File: src/rtl/code_lock.sv
// code_lock: keypad code lock with one-hot button entry, press edge
// detection, entry timeout, failed-attempt counting and timed lockout.
// A complete entry is judged only after its last digit, so a wrong code
// never reveals which digit was wrong.
//
// Ports:
//   clk         clock
//   rst         asynchronous, active-high reset
//   i_code      reference code, digit 0 (first entered) in the top KW bits
//   i_key       debounced button levels, i_key[i] high means value i
//   o_unlocked  high while the door is open
//   o_lockout   high while further entries are refused
//   o_fail      one-cycle pulse on each wrong complete entry
//   o_entered   digits accepted in the current entry
//   o_fail_cnt  consecutive wrong entries
module code_lock #(
  parameter int KEYS           = 4,
  parameter int DIGITS         = 4,
  parameter int MAX_FAIL       = 3,
  parameter int TIMEOUT_CYCLES = 500,
  parameter int OPEN_CYCLES    = 200,
  parameter int LOCK_CYCLES    = 1000,
  localparam int KW   = $clog2(KEYS),
  localparam int EW   = $clog2(DIGITS + 1),
  localparam int FW   = $clog2(MAX_FAIL + 1),
  localparam int TMAX = (TIMEOUT_CYCLES > OPEN_CYCLES)
                        ? ((TIMEOUT_CYCLES > LOCK_CYCLES) ? TIMEOUT_CYCLES : LOCK_CYCLES)
                        : ((OPEN_CYCLES > LOCK_CYCLES) ? OPEN_CYCLES : LOCK_CYCLES),
  localparam int TW   = $clog2(TMAX + 1)
) (
  input  logic                 clk,
  input  logic                 rst,
  input  logic [DIGITS*KW-1:0] i_code,
  input  logic [KEYS-1:0]      i_key,
  output logic                 o_unlocked,
  output logic                 o_lockout,
  output logic                 o_fail,
  output logic [EW-1:0]        o_entered,
  output logic [FW-1:0]        o_fail_cnt
);

  typedef enum logic [1:0] {IDLE, ENTRY, OPEN, LOCKOUT} state_t;

  state_t               r_state, w_stateNext;
  logic [KEYS-1:0]      r_keyQ;
  logic [DIGITS*KW-1:0] r_codeQ, w_codeNext;
  logic [EW-1:0]        r_entered, w_enteredNext, w_count;
  logic [FW-1:0]        r_failCnt, w_failCntNext, w_failInc;
  logic [TW-1:0]        r_timer, w_timerNext;
  logic                 r_mismatch, w_mismatchNext;
  logic                 r_fail, w_failNext;

  logic                 w_press, w_oneHot, w_digitBad, w_entryBad;
  logic [KW-1:0]        w_keyVal, w_storedDigit, w_refDigit;

  // A press is a rising edge of "any key down"; rolling from one key to
  // another without a full release never registers.
  assign w_press  = (i_key != '0) && (r_keyQ == '0);
  assign w_oneHot = (i_key & (i_key - KEYS'(1))) == '0;

  // Index of the pressed key; only meaningful when exactly one bit is set.
  always_comb begin
    w_keyVal = '0;
    for (int i = 0; i < KEYS; i++) begin
      if (i_key[i]) w_keyVal = KW'(i);
    end
  end

  // Stored digit selected by the number already entered.
  always_comb begin
    w_storedDigit = '0;
    for (int j = 0; j < DIGITS; j++) begin
      if (r_entered == EW'(j)) w_storedDigit = r_codeQ[(DIGITS-j)*KW-1 -: KW];
    end
  end

  // The first digit is compared against the live code because code_q is
  // only being captured on that same edge.
  assign w_refDigit = (r_state == IDLE) ? i_code[DIGITS*KW-1 -: KW] : w_storedDigit;
  assign w_digitBad = !w_oneHot || (w_keyVal != w_refDigit);
  assign w_entryBad = (r_state == IDLE) ? w_digitBad : (r_mismatch | w_digitBad);
  assign w_count    = (r_state == IDLE) ? EW'(1) : (r_entered + EW'(1));
  assign w_failInc  = r_failCnt + FW'(1);

  // Next-state and datapath logic for all four states.
  always_comb begin
    w_stateNext    = r_state;
    w_codeNext     = r_codeQ;
    w_enteredNext  = r_entered;
    w_failCntNext  = r_failCnt;
    w_timerNext    = r_timer;
    w_mismatchNext = r_mismatch;
    w_failNext     = 1'b0;
    case (r_state)
      IDLE, ENTRY: begin
        if (w_press) begin
          if (r_state == IDLE) w_codeNext = i_code;
          w_timerNext = '0;
          if (w_count == EW'(DIGITS)) begin
            w_enteredNext  = '0;
            w_mismatchNext = 1'b0;
            if (!w_entryBad) begin
              w_stateNext   = OPEN;
              w_failCntNext = '0;
            end else begin
              w_failNext    = 1'b1;
              w_failCntNext = w_failInc;
              w_stateNext   = (w_failInc == FW'(MAX_FAIL)) ? LOCKOUT : IDLE;
            end
          end else begin
            w_enteredNext  = w_count;
            w_mismatchNext = w_entryBad;
            w_stateNext    = ENTRY;
          end
        end else if (r_state == ENTRY) begin
          // Abandoned entry: discard progress silently, no failure counted.
          if (r_timer == TW'(TIMEOUT_CYCLES - 1)) begin
            w_stateNext    = IDLE;
            w_timerNext    = '0;
            w_enteredNext  = '0;
            w_mismatchNext = 1'b0;
          end else begin
            w_timerNext = r_timer + TW'(1);
          end
        end
      end
      OPEN: begin
        if (r_timer == TW'(OPEN_CYCLES - 1)) begin
          w_stateNext = IDLE;
          w_timerNext = '0;
        end else begin
          w_timerNext = r_timer + TW'(1);
        end
      end
      LOCKOUT: begin
        if (r_timer == TW'(LOCK_CYCLES - 1)) begin
          w_stateNext   = IDLE;
          w_timerNext   = '0;
          w_failCntNext = '0;
        end else begin
          w_timerNext = r_timer + TW'(1);
        end
      end
      default: w_stateNext = IDLE;
    endcase
  end

  // State and datapath registers.
  always_ff @(posedge clk or posedge rst) begin
    if (rst) begin
      r_state    <= IDLE;
      r_keyQ     <= '0;
      r_codeQ    <= '0;
      r_entered  <= '0;
      r_failCnt  <= '0;
      r_timer    <= '0;
      r_mismatch <= 1'b0;
      r_fail     <= 1'b0;
    end else begin
      r_state    <= w_stateNext;
      r_keyQ     <= i_key;
      r_codeQ    <= w_codeNext;
      r_entered  <= w_enteredNext;
      r_failCnt  <= w_failCntNext;
      r_timer    <= w_timerNext;
      r_mismatch <= w_mismatchNext;
      r_fail     <= w_failNext;
    end
  end

  assign o_unlocked = (r_state == OPEN);
  assign o_lockout  = (r_state == LOCKOUT);
  assign o_fail     = r_fail;
  assign o_entered  = r_entered;
  assign o_fail_cnt = r_failCnt;

endmodule

File: config.mk
export PLATFORM = sky130hd
export DESIGN_NAME = code_lock
export DESIGN_NICKNAME = d
export VERILOG_FILES = /design/src/rtl/code_lock.sv
export SDC_FILE = /design/constraint.sdc
export NUM_CORES = 1
export LEC_CHECK = 0
export BUFFER_PORTS_ARGS = -buffer_cell sky130_fd_sc_hd__clkbuf_2
export CAP_MARGIN = 10
export CORE_MARGIN = 4
export CORE_UTILIZATION = 51
export DETAILED_ROUTE_END_ITERATION = 10
export HOLD_SLACK_MARGIN = 0.08
export PLACE_DENSITY_LB_ADDON = 0.25
export RECOVER_POWER = 25
export SLEW_MARGIN = 20
export SYNTH_ARGS = -nofsm -noshare
export SYNTH_HDL_FRONTEND = slang
export SYNTH_SLANG_ARGS = --single-unit
File: constraint.sdc
create_clock -name clk -period 2.4 [get_ports clk]
set_input_delay 0.12 -clock clk [delete_from_list [all_inputs] [get_ports clk]]
set_output_delay 0.12 -clock clk [all_outputs]
set_load 0.05 [all_outputs]
==> summary.txt <==
Drt
  • Vias: roughly 1400
  • Number of vias per cell: 5.56
  • Routed WL per cell: 15.2 um
  • Starting DRT DRC Count: 50
  • DRT Wirelength: 3930 um
  • DR pass1 iterations: 4
  • Antenna Nets Post-Route: 0
  • Residual DRC: 0

Floorplan
  • Die width: approximately 66 um
  • Core area: 3130 um^2
  • Die height: 65.8 um
  • FP Rows: 20
  • IO Pins: 22
  • Full die area: between 4000 and 5000 um^2
  • Initial Util: between 50% and 60%

STA
  • Setup violations, final: 0
  • Worst-Margin Slew: about 1700 ps
  • Final Max Tran Viols: 32
  • Fmax achieved: about 440 MHz
  • Slew margin rel.: -10.8%
  • Final-report hold violation count: 0
  • Period utilisation layout: roughly 95%
  • Setup TNS Final: 0 ps
  • WHS: between 500 and 600 ps
  • RSZ-0062 raised after global routing: no
  • Final Skew: approximately 18 ps
  • Min Clock Period, post-route: ~2300 ps

Synthesis
  • Synth cell types: 48
  • Commonest cells in the netlist: 31 x dfrtp_1, 15 x nand2_1, 12 x nor2_1
  • EDFF count, synth: 0
  • Synth Instances: between 150 and 200
  • Post-synth net total: 190
  • Synth area leaders: dfrtp_1 46%, ha_1 5.1%, mux2_2 4.6%, nand2_1 3.3%, nor2_1 2.6%
  • Async SR Flop Fraction: 100%
  • Syn Area/Cell: 10.1 um^2
  • Post-synthesis sequential area ratio: between 40% and 50%
  • Top-count cell post-synth: dfrtp_1
  • Yosys warning count: 0
  • Seq cells post-synth: 31
  • Share of the synthesized area in the top cell type: a little under half
  • Netlist Area Pre-Place: about 1700 um^2
  • Cell taking the most area after synthesis: dfrtp_1
  • Top_reg_cell synth: dfrtp_1

GRT
  • Largest net degree at the start of global routing: 32
  • Overflow after GRT: 0
  • Initial antenna violation count: 0
  • Gr usage total: about a fifth
  • Vias in the first global route: around 1500
  • First-pass GRT wire length: ~7000 um

Setup path
  • Worst Setup End Kind: register
  • WP data arrival: 2500 ps
  • Critical Path RT: around 2600 ps
  • Setup CP Type: register to register
  • Startpoint types: register
  • CP max FO: 5

Cells and area
  • Register area: between 700 and 800 um^2
  • # diodes: 0
  • Fin cells: 259
  • Final Cell Area: approximately 2100 um^2
  • Area of the multi-input gates: around 900 um^2
  • Final Util: about 67%
  • Fraction of layout instances using a drive strength above 1: 23.7%
  • Final nets: 235
  • Fillers: 268
  • P&R area growth vs syn: 23.8%

Clock network
  • CTS tree: yes
  • Clk Tree Root Cell: clkbuf_4
  • Clk Latency, worst-skew pair: around 340 ps
  • CTS Sinks: 31
  • Htree depth: 2
  • Cts bufs inserted: 5
  • Clock transition at path regs: ~110 ps
  • Maximum clock path buffer count: 2

Power
  • Leakage power: between 0.9 and 1 nW
  • Max VDD drop: just under 0.0005 V
  • Power per cell area: 836 nW/um^2

Min path
  • Min-Delay Path Class: input pin to register

Placement
  • HPWL Detailed: approximately 2800 um
  • Global placement routability congestion: 0.847
  • IO Port Bufs: 21
  • DP Area: approximately 1900 um^2
  • Post-Place Cells: about 240

Job
  • Max cap viols: 1

Run status
  • Failing checks: capacitance limit, slew limit
  • Status: finished with violations
==> path summary, 6_finish.rpt <==
path	startpoint	endpoint	slack, ps	depth (start not counted)
setup reg to reg	o_entered[0]$_DFFE_PP0P_	o_fail_cnt[0]$_DFFE_PP0P_	130	9
min in group asynchronous	rst	r_codeQ[2]$_DFFE_PP0P_	880	4
hold reg to reg	r_mismatch$_DFFE_PP0P_	r_mismatch$_DFFE_PP0P_	510	1
setup / recovery	o_entered[0]$_DFFE_PP0P_	o_fail_cnt[0]$_DFFE_PP0P_	130	9
max in group asynchronous	rst	o_entered[1]$_DFFE_PP0P_	450	4
hold / removal	i_key[0]	r_keyQ[0]$_DFF_PP0_	500	2
==> cells by family (layout without fill, tap and decap cells) <==
logic type	after synthesis	after routing	synth area share, %
buffers and inverters	13	59	3.38
XOR/XNOR	6	6	3.09
AND/OR/NAND/NOR	71	71	24.0
flip-flops	31	31	45.6
multiplexers	7	7	4.63
AO/OA/AOI/OAI	34	34	14.3
adder cells (fa/ha/maj)	7	7	5.14
==> cells in the final DEF, fill, tap and decap left out, drive strengths merged, types with 2 or more instances in the layout <==
cell type,count
nand2b,3
a21oi,6
nand3,6
xnor2,4
mux2,7
nor4,5
or2,3
o2111ai,2
or4,2
inv,10
or3,2
dfrtp,31
nor2b,3
xor2,2
o31ai,2
clkbuf,29
nor2,12
nand2,15
and2,2
nand3b,3
nor4b,3
and3,3
o21ai,8
nor3,4
buf,6
nand4,2
ha,7
o21a,2
dlygate4sd3,13
o221ai,2
==> state kept, by name (all words and copies together), names as in the netlist <==
signal,cells
r_timer,10
r_codeQ,8
r_mismatch,1
o_fail_cnt,2
r_state,2
r_keyQ,4
o_entered,3
o_fail,1
==> layer usage <==
metal	vias to the layer above	wire length (um)	GRT usage, %
met5	-	0	0
met4	0	67	7.51
met3	9	172	6.12
met2	27	2050	37.9
met1	691	1650	23.7
li1	713	-	-
==> where the power goes <==
part           total [W]  internal [W]  switching (W)
Clock           0.000327      0.000142       0.000185
Combinational   0.000661      0.000284       0.000377
Sequential      0.000775      0.000644       0.000131
==> worst max-delay path, stage by stage (launching register included) <==
cell and delay (ps):
dfrtp_2 420, buf_4 160, inv_1 90, ha_1 250
nor2b_2 240, a2111oi_4 70, or4_1 440, a22oi_2 270
buf_4 160, o31ai_1 70
==> what timing repair did <==
action	in CTS	in global routing
hold endpoints to repair	43	0
hold buffers	13	0
pin swaps	1	2
cloned	0	0
setup endpoints to repair	4	6
gates resized for setup	1	5
buffers inserted	2	0
==> stage by stage <==
| stage | setup slack, ps | power (W) |
|---|---|---|
| 5_1_grt | 4.53 | 0.00190 |
| 3_5_place_dp | -31.2 | 0.00138 |
| 4_1_cts | 12.3 | 0.00173 |
| 2_1_floorplan | 18.2 | 0.00121 |
| 3_3_place_gp | 50.8 | 0.00134 |
| 6_report | 132 | 0.00176 |
==> layout make-up <==
class	instances	share of cell area [%]
Clock buffer	7	2.61
Clock inverter	1	0.237
Inverter	10	1.78
Multi-Input combinational cell	125	42.6
Sequential cell	31	36.9
Tap cell	44	2.61
Timing Repair Buffer	41	13.3
Power figures use the tool's default switching activity.
